## src/rtl/usb_hid_pkg.sv

```systemverilog
// ============================================================================
//  Module      : usb_hid_pkg
//  Description : Shared definitions for the ASCII-to-HID typer: HID usage
//                constants, modifier bits, typer FSM states and the
//                ASCII -> {modifier, usage, ok} mapping function.
//  Revision    : 1.0 - initial release
// ============================================================================
`default_nettype none

package usb_hid_pkg;

    // HID keyboard usage IDs (Keyboard/Keypad page)
    localparam logic [7:0] USAGE_A      = 8'h04;
    localparam logic [7:0] USAGE_1      = 8'h1E;
    localparam logic [7:0] USAGE_0      = 8'h27;
    localparam logic [7:0] USAGE_ENTER  = 8'h28;
    localparam logic [7:0] USAGE_SPACE  = 8'h2C;
    localparam logic [7:0] USAGE_MINUS  = 8'h2D;
    localparam logic [7:0] USAGE_COMMA  = 8'h36;
    localparam logic [7:0] USAGE_PERIOD = 8'h37;
    localparam logic [7:0] USAGE_SLASH  = 8'h38;

    // Modifier byte bits
    localparam logic [7:0] MOD_NONE     = 8'h00;
    localparam logic [7:0] MOD_LSHIFT   = 8'h02;

    // Typer sequencing states
    typedef enum logic [1:0] {
        ST_IDLE  = 2'd0,
        ST_FETCH = 2'd1,
        ST_PRESS = 2'd2,
        ST_WAIT  = 2'd3
    } typer_state_t;

    // Result of mapping one ASCII byte
    typedef struct packed {
        logic [7:0] modifier;
        logic [7:0] usage;
        logic       ok;
    } hid_key_t;

    // Translate one ASCII byte; ok=0 marks bytes with no key equivalent
    function automatic hid_key_t ascii_to_hid(input logic [7:0] ch);
        hid_key_t k;
        k.modifier = MOD_NONE;
        k.usage    = 8'h00;
        k.ok       = 1'b0;
        if (ch >= 8'h61 && ch <= 8'h7A) begin
            k.usage = ch - 8'h61 + USAGE_A;
            k.ok    = 1'b1;
        end else if (ch >= 8'h41 && ch <= 8'h5A) begin
            k.usage    = ch - 8'h41 + USAGE_A;
            k.modifier = MOD_LSHIFT;
            k.ok       = 1'b1;
        end else if (ch >= 8'h31 && ch <= 8'h39) begin
            k.usage = ch - 8'h31 + USAGE_1;
            k.ok    = 1'b1;
        end else begin
            k.ok = 1'b1;
            case (ch)
                8'h30:        k.usage = USAGE_0;
                8'h0A, 8'h0D: k.usage = USAGE_ENTER;
                8'h20:        k.usage = USAGE_SPACE;
                8'h2D:        k.usage = USAGE_MINUS;
                8'h2C:        k.usage = USAGE_COMMA;
                8'h2E:        k.usage = USAGE_PERIOD;
                8'h2F:        k.usage = USAGE_SLASH;
                default:      k.ok    = 1'b0;
            endcase
        end
        return k;
    endfunction

endpackage

`default_nettype wire

```

## src/rtl/usb_hid_char_fifo.sv

```systemverilog
// ============================================================================
//  Module      : usb_hid_char_fifo
//  Description : Synchronous byte FIFO, 2^FIFO_AW entries. The head entry is
//                presented on rdata straight from the storage registers so
//                the consumer can capture it on the same edge it pops.
//  Revision    : 1.0 - initial release
// ============================================================================
`default_nettype none

module usb_hid_char_fifo #(
    parameter int FIFO_AW = 4
) (
    input  logic       clk,
    input  logic       rst,
    input  logic       push,
    input  logic [7:0] wdata,
    input  logic       pop,
    output logic [7:0] rdata,
    output logic       full,
    output logic       empty
);

    localparam int DEPTH = 1 << FIFO_AW;
    localparam logic [FIFO_AW:0] C_DEPTH = DEPTH[FIFO_AW:0];

    logic [7:0]         r_mem [DEPTH];
    logic [FIFO_AW-1:0] r_wr_ptr;
    logic [FIFO_AW-1:0] r_rd_ptr;
    logic [FIFO_AW:0]   r_count;

    logic w_do_push;
    logic w_do_pop;

    // A push while full is only accepted when the head leaves in the same cycle
    assign w_do_pop  = pop && !empty;
    assign w_do_push = push && (!full || w_do_pop);

    assign full  = (r_count == C_DEPTH);
    assign empty = (r_count == '0);
    assign rdata = r_mem[r_rd_ptr];

    // Storage array; contents are don't-care while unoccupied, so no reset
    always_ff @(posedge clk) begin
        if (w_do_push) begin
            r_mem[r_wr_ptr] <= wdata;
        end
    end

    // Pointer and occupancy bookkeeping
    always_ff @(posedge clk) begin
        if (rst) begin
            r_wr_ptr <= '0;
            r_rd_ptr <= '0;
            r_count  <= '0;
        end else begin
            if (w_do_push) begin
                r_wr_ptr <= r_wr_ptr + 1'b1;
            end
            if (w_do_pop) begin
                r_rd_ptr <= r_rd_ptr + 1'b1;
            end
            case ({w_do_push, w_do_pop})
                2'b10:   r_count <= r_count + 1'b1;
                2'b01:   r_count <= r_count - 1'b1;
                default: r_count <= r_count;
            endcase
        end
    end

endmodule

`default_nettype wire

```

## src/rtl/usb_hid_ascii_typer.sv

```systemverilog
// ============================================================================
//  Module      : usb_hid_ascii_typer
//  Description : Buffers ASCII bytes, maps each to a HID usage + modifier and
//                emits paced one-cycle key_request pulses for usb_hid_top.
//                Unsupported bytes are discarded and counted.
//  Revision    : 1.0 - initial release
// ============================================================================
`default_nettype none

module usb_hid_ascii_typer
    import usb_hid_pkg::*;
#(
    parameter int FIFO_AW         = 4,
    parameter int INTERVAL_CYCLES = 6000000
) (
    input  logic        clk,
    input  logic        rst,
    input  logic        in_valid,
    input  logic [7:0]  in_data,
    output logic        in_ready,
    output logic [15:0] key_value,
    output logic        key_request,
    output logic        busy,
    output logic [7:0]  drop_count
);

    localparam int CNT_W = $clog2(INTERVAL_CYCLES);
    localparam logic [CNT_W-1:0] C_CNT_LOAD = CNT_W'(INTERVAL_CYCLES - 1);
    localparam logic [CNT_W-1:0] C_CNT_ONE  = CNT_W'(1);

    typer_state_t     r_state;
    logic [7:0]       r_char_q;
    logic [CNT_W-1:0] r_wait_cnt;

    logic             w_fifo_full;
    logic             w_fifo_empty;
    logic             w_fifo_pop;
    logic [7:0]       w_fifo_rdata;
    hid_key_t         w_map;

    assign in_ready   = !w_fifo_full;
    assign w_fifo_pop = (r_state == ST_IDLE) && !w_fifo_empty;
    assign w_map      = ascii_to_hid(r_char_q);

    usb_hid_char_fifo #(
        .FIFO_AW (FIFO_AW)
    ) u_fifo (
        .clk   (clk),
        .rst   (rst),
        .push  (in_valid && in_ready),
        .wdata (in_data),
        .pop   (w_fifo_pop),
        .rdata (w_fifo_rdata),
        .full  (w_fifo_full),
        .empty (w_fifo_empty)
    );

    // Fetch / map / press / pace sequencer with registered outputs.
    // WAIT lasts INTERVAL_CYCLES-1 cycles so that PRESS + WAIT + IDLE + FETCH
    // spaces consecutive presses exactly INTERVAL_CYCLES+2 cycles apart.
    always_ff @(posedge clk) begin
        if (rst) begin
            r_state     <= ST_IDLE;
            r_char_q    <= 8'h00;
            r_wait_cnt  <= '0;
            key_value   <= 16'h0000;
            key_request <= 1'b0;
            drop_count  <= 8'h00;
        end else begin
            key_request <= 1'b0;
            case (r_state)
                ST_IDLE: begin
                    if (!w_fifo_empty) begin
                        r_char_q <= w_fifo_rdata;
                        r_state  <= ST_FETCH;
                    end
                end
                ST_FETCH: begin
                    if (w_map.ok) begin
                        key_value   <= {w_map.modifier, w_map.usage};
                        key_request <= 1'b1;
                        r_state     <= ST_PRESS;
                    end else begin
                        if (drop_count != 8'hFF) begin
                            drop_count <= drop_count + 8'd1;
                        end
                        r_state <= ST_IDLE;
                    end
                end
                ST_PRESS: begin
                    r_wait_cnt <= C_CNT_LOAD;
                    r_state    <= ST_WAIT;
                end
                ST_WAIT: begin
                    if (r_wait_cnt <= C_CNT_ONE) begin
                        r_wait_cnt <= '0;
                        r_state    <= ST_IDLE;
                    end else begin
                        r_wait_cnt <= r_wait_cnt - C_CNT_ONE;
                    end
                end
                default: r_state <= ST_IDLE;
            endcase
        end
    end

    // Activity flag, one cycle behind the state/occupancy it reflects
    always_ff @(posedge clk) begin
        if (rst) begin
            busy <= 1'b0;
        end else begin
            busy <= !w_fifo_empty || (r_state != ST_IDLE);
        end
    end

endmodule

`default_nettype wire

```

## config.mk

```make
export PLATFORM = sky130hd
export DESIGN_NAME = usb_hid_ascii_typer
export DESIGN_NICKNAME = d
export VERILOG_FILES = /design/src/rtl/usb_hid_pkg.sv /design/src/rtl/usb_hid_char_fifo.sv /design/src/rtl/usb_hid_ascii_typer.sv
export SDC_FILE = /design/constraint.sdc
export NUM_CORES = 1
export LEC_CHECK = 0
export BUFFER_PORTS_ARGS = -buffer_cell sky130_fd_sc_hd__buf_2
export CORE_MARGIN = 2
export CORE_UTILIZATION = 45
export DETAILED_ROUTE_END_ITERATION = 16
export GPL_TIMING_DRIVEN = 1
export PLACE_DENSITY = 0.7
export SKIP_CTS_REPAIR_TIMING = 1
export SLEW_MARGIN = 10
export SYNTH_ARGS = -nofsm -noshare
export SYNTH_HDL_FRONTEND = slang
export SYNTH_SLANG_ARGS = --single-unit
```

## constraint.sdc

```tcl
create_clock -name clk -period 3.9 [get_ports clk]
set_input_delay 0.195 -clock clk [delete_from_list [all_inputs] [get_ports clk]]
set_output_delay 0.195 -clock clk [all_outputs]
set_load 0.02 [all_outputs]
```

==> impl_metrics.csv, run 1 <==
group,metric,value,unit
outcome,outcome,"completed",
route,vias,5355,
place,gp_congestion,0.814,
clock_tree,clkLatencyLatePin,0.43,ns
route,vias_per_cell,5.81,
route,wl_met2,8630,um
route,initialDrtViolationCount,404,
global_route,grt_max_degree,49,
synth,ys_warn_count,0,
synth,synth-async-reset-ratio,0,%
floorplan,die_w,142,um
place,dpl-instance-area,0.00887,sq mm
synth,postSynthRegisterBits,193,
critical_path,crit_top_cell,"inv_1",
critical_path,cp.required,4.21,ns
finish,final_cell_mix,"edfxtp_1 (128), dfxtp_1 (64), nor2_1 (60)",
place,dp.cells,889,
clock_tree,cts.path.max_buffers,2,
min_path,worstHoldPathType,"input pin to register",
global_route,grt.overflow.total,0,
timing,slew_headroom,31.3,%
finish,antenna_cells,0,
clock_tree,cts_tree,"done",
floorplan,start_util,45.8,%
critical_path,cp-end-kind,"register",
synth,netlist_area,0.00853,sq mm
route,wirelength,16900,um
power_and_ir_drop,power_density,666,mW/mm^2
route,dr.pass1.iters,5,
timing,fin_setup_tns,0,ns
global_route,grt_pass1_wl,27200,um
timing,setup_viol,0,
synth,synth-edff-count,128,
finish,final_common_cell,"edfxtp_1",
critical_path,critPathLaunchType,"register",
run,max_cap_viol_count,0,
global_route,antenna_found_initial,0,
timing,hold_viol,0,
critical_path,slowest_stage,"or3_1",
critical_path,crit_path_max_fanout,22,
synth,yosysSeqAreaShare,60.3,%
critical_path,worstPathCellList,"or3_1, inv_1, ha_1, inv_1, fa_1, nor2b_1, o21ai_0, and3_1, nor3_1, xnor2_1, nor2_1",
route,m1WireLength,7270,um
floorplan,core_area,0.0186,sq mm
place,hpwl,11500,um
place,dpl_worst_slack,0.630,ns
synth,netlist_instances,653,
timing,slew_viol_final,0,
critical_path,max_stage_delay,0.61,ns
clock_tree,clock-sinks,193,
clock_tree,cts-htree-levels,4,
finish,finalInstanceArea,0.00947,sq mm
route,routedWlPerCell,18.3,um
power_and_ir_drop,cellLeakagePower,3.22,nW
timing,min_period_over_period,84.1,%
finish,multi_input_area,0.00312,sq mm
finish,finalNetCount,702,
finish,layout.area.seq,0.00515,sq mm
route,top_layer,"met4",
critical_path,arrival,3.59,ns
synth,yosys.cell_types.count,65,
place,port_buffers,30,
power_and_ir_drop,peakVddDrop,0.477,mV
finish,fillers,1508,
finish,drive_above_1_share,18.3,%
finish,final_cells,921,
floorplan,io_pins,38,
timing,clock_skew,0.0130,ns
floorplan,die-area,0.0201,sq mm
finish,syn_to_final_growth,10.9,%
floorplan,die_y,142,um
timing,worst_pin_slew,1.02,ns
timing,max_freq,0.305,GHz
route,routed-wl-met3,766,um
synth,ys.flop_type,"edfxtp_1",
timing,min_period,3.28,ns
clock_tree,cts_buffers,17,
timing,rsz0062_at_grt,"no",
global_route,track_usage,17.5,%
critical_path,critPathKind,"register to register",
global_route,grt_pass1_vias,5285,
timing,timing.final.ws_setup,0.619,ns
power_and_ir_drop,total_power,0.00631,W
clock_tree,path_clk_slew,0.08,ns
floorplan,std_cell_rows,50,
route,drc,0,
clock_tree,root_buffer,"clkbuf_16",
route,ant_nets,0,
synth,syn_area_per_cell,13.1,sq um
[layer usage]
layer / up-vias / track usage [%]
li1: 2514 / -
met1: 2661 / 22.5
met2: 159 / 30.0
met3: 21 / 3.68
met4: 0 / 5.47
met5: - / 0
[cell usage after synthesis, types with 9 or more instances]
master	number	area, sq um
o21ai_0	17	85.1
mux4_2	40	901
a32o_1	12	120
nand2_1	49	184
o21ai_1	14	70.1
nor2_1	60	225
a21oi_1	37	185
inv_1	24	90.1
nor3_1	21	105
ha_1	16	200
edfxtp_1	128	3840
clkbuf_1	24	90.1
or3_1	9	56.3
dfxtp_1	65	1300
[registers in the layout, indices dropped and copies added (netlist names), named ones only]
signal,count
busy,1
key_request,1
r_wait_cnt,23
r_state,1
drop_count,8
u_fifo.r_mem,128
u_fifo.r_wr_ptr,4
u_fifo.r_rd_ptr,4
key_value,9
r_char_q,8
u_fifo.r_count,5
[final timing paths]
kind,endpoint,cells past startpoint,startpoint,slack [ns]
worst max-delay path,u_fifo.r_count[4],11,register,0.62
worst min-delay path,u_fifo.r_mem[6][2],1,in_data[2],0.14
worst min register to register,key_value[1],2,key_value[1],0.47
worst max register to register,u_fifo.r_count[4],11,register,0.62
[layout make-up]
cell class	instances	share of cell area [%]
Sequential cell	193	54.4
Clock inverter	15	1.82
Timing Repair Buffer	39	2.30
Tap cell	234	3.09
Inverter	25	0.991
Clock buffer	17	4.49
Multi-Input combinational cell	398	32.9
[power by group]
| group | internal, W | switching (W) | leakage, nW |
|---|---|---|---|
| clock | 0.000869 | 0.000849 | 0.288 |
| combinational | 0.000850 | 0.00124 | 1.25 |
| sequential | 0.00232 | 0.000173 | 1.68 |
[critical path, delay by kind of cell, from the launching register on]
family	cells	cell delay [ns]
flip-flops	1	0.53
buffers and inverters	2	0.45
AO/OA/AOI/OAI	1	0.12
adder cells (fa/ha/maj)	2	0.71
XOR/XNOR	1	0.14
AND/OR/NAND/NOR	5	1.20
[cell families (layout without fill, tap and decap cells)]
logic type | Yosys count | after routing | share of synthesized area, %
buffers and inverters | 68 | 96 | 3.45
adders and majority gates | 17 | 17 | 2.58
other | 1 | 7 | 0.0439
xor gates and xnor gates | 14 | 14 | 1.44
and+or+nand+nor | 190 | 190 | 11.4
muxes | 45 | 45 | 11.2
AOI/OAI and AO/OA | 125 | 125 | 9.59
DFF | 193 | 193 | 60.3
[per-stage QoR]
stage,util (%),hold slack (ns)
6_report,50.8,0.141
5_1_grt,50.8,0.141
4_1_cts,50.8,0.123
3_5_place_dp,47.6,0.458
3_3_place_gp,47.6,0.445
2_1_floorplan,-,0.294
Note: power is estimated with default switching activity, not from simulation.
==> run 2: changes to the inputs <==
--- a/config.mk
+++ b/config.mk
@@ -10,7 +10,7 @@
 export CORE_UTILIZATION = 45
 export DETAILED_ROUTE_END_ITERATION = 16
 export GPL_TIMING_DRIVEN = 1
-export PLACE_DENSITY = 0.7
+export PLACE_DENSITY = 0.73
 export SKIP_CTS_REPAIR_TIMING = 1
 export SLEW_MARGIN = 10
 export SYNTH_ARGS = -nofsm -noshare
==> constraint.sdc (replaced) <==
create_clock -name clk -period 2.9 [get_ports clk]
set_input_delay 0.145 -clock clk [delete_from_list [all_inputs] [get_ports clk]]
set_output_delay 0.145 -clock clk [all_outputs]
set_load 0.02 [all_outputs]
==> impl_metrics.csv, run 2 (synthesis gave the netlist of run 1 again) <==
group,metric,value,unit
outcome,outcome,"completed",
clock_tree,path_clk_slew,0.08,ns
timing,fin_setup_tns,0,ns
finish,final_cell_mix,"edfxtp_1 (128), dfxtp_1 (64), nor2_1 (59)",
timing,clock_skew,0.0124,ns
timing,slew_headroom,27.0,%
global_route,grt_pass1_wl,28300,um
timing,timing.final.ws_setup,0.206,ns
finish,syn_to_final_growth,12.9,%
finish,antenna_cells,0,
critical_path,timing.rr.end,"u_fifo.r_count[4]",
critical_path,critPathCapture,"u_fifo.r_count[4]",
run,max_cap_viol_count,0,
critical_path,critical_path.startpoint,"u_fifo.r_count[0]",
route,vias,5348,
clock_tree,cts-htree-levels,4,
timing,slew_viol_final,0,
place,dpl_worst_slack,0.144,ns
global_route,antenna_found_initial,0,
finish,finalInstanceArea,0.00963,sq mm
timing,min_period,2.69,ns
critical_path,cp-end-kind,"register",
route,vias_per_cell,5.71,
route,dr.pass1.iters,5,
finish,largest_reg_flops,128,
critical_path,worstReg2RegStart,"u_fifo.r_count[0]",
critical_path,critPathKind,"register to register",
clock_tree,cts.path.max_buffers,2,
global_route,grt_pass1_vias,5351,
critical_path,worst-r2r-setup-slack,0.21,ns
global_route,track_usage,18.2,%
place,hpwl,11800,um
timing,worst_pin_slew,1.09,ns
route,ant_nets,0,
place,port_buffers,30,
critical_path,cp.required,3.21,ns
route,routedWlPerCell,18.3,um
clock_tree,clkLatencyLatePin,0.43,ns
place,dpl-instance-area,0.00899,sq mm
floorplan,core_area,0.0186,sq mm
route,wirelength,17100,um
timing,min_period_over_period,92.9,%
power_and_ir_drop,cellLeakagePower,3.32,nW
timing,max_freq,0.371,GHz
critical_path,max_stage_delay,0.56,ns
critical_path,crit_path_max_fanout,4,
floorplan,start_util,45.8,%
critical_path,worst_r2r_path_depth,12,
clock_tree,clock-sinks,193,
critical_path,critPathLaunchType,"register",
critical_path,slowest_stage,"or4_4",
critical_path,worstPathCellList,"or4_4, nor2_2, or3_1, inv_1, ha_2, ha_1, nor2b_2, o21ai_1, a21oi_1, nor3_2, xnor2_1, nor2_1",
place,gp_congestion,0.892,
floorplan,die-area,0.0201,sq mm
finish,finalNetCount,717,
floorplan,die_y,142,um
timing,hold_viol,0,
route,initialDrtViolationCount,364,
clock_tree,cts_buffers,17,
finish,drive_above_1_share,21.1,%
min_path,worstHoldPathType,"input pin to register",
finish,reg_top3,"u_fifo.r_mem x128, r_wait_cnt x23, key_value x9",
finish,post-route-util,51.7,%
power_and_ir_drop,power_density,907,mW/mm^2
timing,setup_viol,0,
clock_tree,root_buffer,"clkbuf_16",
power_and_ir_drop,peakVddDrop,0.503,mV
global_route,grt.overflow.total,0,
floorplan,io_pins,38,
timing,rsz0062_at_grt,"no",
floorplan,std_cell_rows,50,
route,drc,0,
clock_tree,cts_tree,"done",
critical_path,arrival,3.01,ns
finish,final_common_cell,"edfxtp_1",
global_route,grt_max_degree,36,
finish,regMostFlops,"u_fifo.r_mem",
floorplan,die_w,142,um
## run 2: changes by cell type in the layout (fill, tap and decap cells not counted), sizes merged
cell	change
buf	+15
clkinv	+2
clkinvlp	-1
inv	-1
## run 2: through the flow
stage,hold slack [ns],instances,total power (W)
floorplan,0.244,659,0.00561
global placement,0.453,904,0.00619
detailed placement,0.468,904,0.00637
CTS,0.0676,936,0.00876
global route,0.0801,936,0.00924
finish,0.0862,936,0.00874
## run 2: worst max-delay path, delay by kind of cell, from the launching register on
| kind | cells | cell delay, ns |
|---|---|---|
| and+or+nand+nor | 6 | 1.23 |
| buffers and inverters | 1 | 0.07 |
| xor gates and xnor gates | 1 | 0.16 |
| adders and majority gates | 2 | 0.52 |
| AOI/OAI and AO/OA | 2 | 0.24 |
| DFF | 1 | 0.36 |
## run 2: layout make-up
class	count	area (sq um)
fill	1562	9010
sequential	193	5150
multi-input combinational	398	3140
clock buffer	17	425
timing repair buffer	54	343
tap	234	293
clock inverter	15	195
inverter	25	93.8
## run 2: how the worst min path moves through the flow
| stage | slack [ns] | to | from | cells past startpoint |
|---|---|---|---|---|
| after global routing | 0.08 | u_fifo.r_mem[7][4] | in_data[4] | 1 |
| final | 0.09 | u_fifo.r_mem[14][7] | in_data[7] | 1 |
| after detailed placement | 0.47 | key_value[1] | key_value[1] | 2 |
| after global placement | 0.45 | key_value[1] | key_value[1] | 2 |
| after CTS | 0.07 | u_fifo.r_mem[6][7] | in_data[7] | 1 |
| after floorplan | 0.24 | u_fifo.r_mem[0][0] | in_data[0] | 0 |
## run 2: routing by layer
layer  GRT usage (%)  vias up  wire [um]
li1                -     2536          -
met1            23.2     2679       7520
met2            31.1      121       8940
met3            4.12       12        522
met4            5.89        0        148
met5               0        -          0
## run 2: where the power goes
group          internal [W]  switching (W)
Clock               0.00119        0.00119
Combinational       0.00127        0.00179
Sequential          0.00312       0.000176
Total               0.00558        0.00316
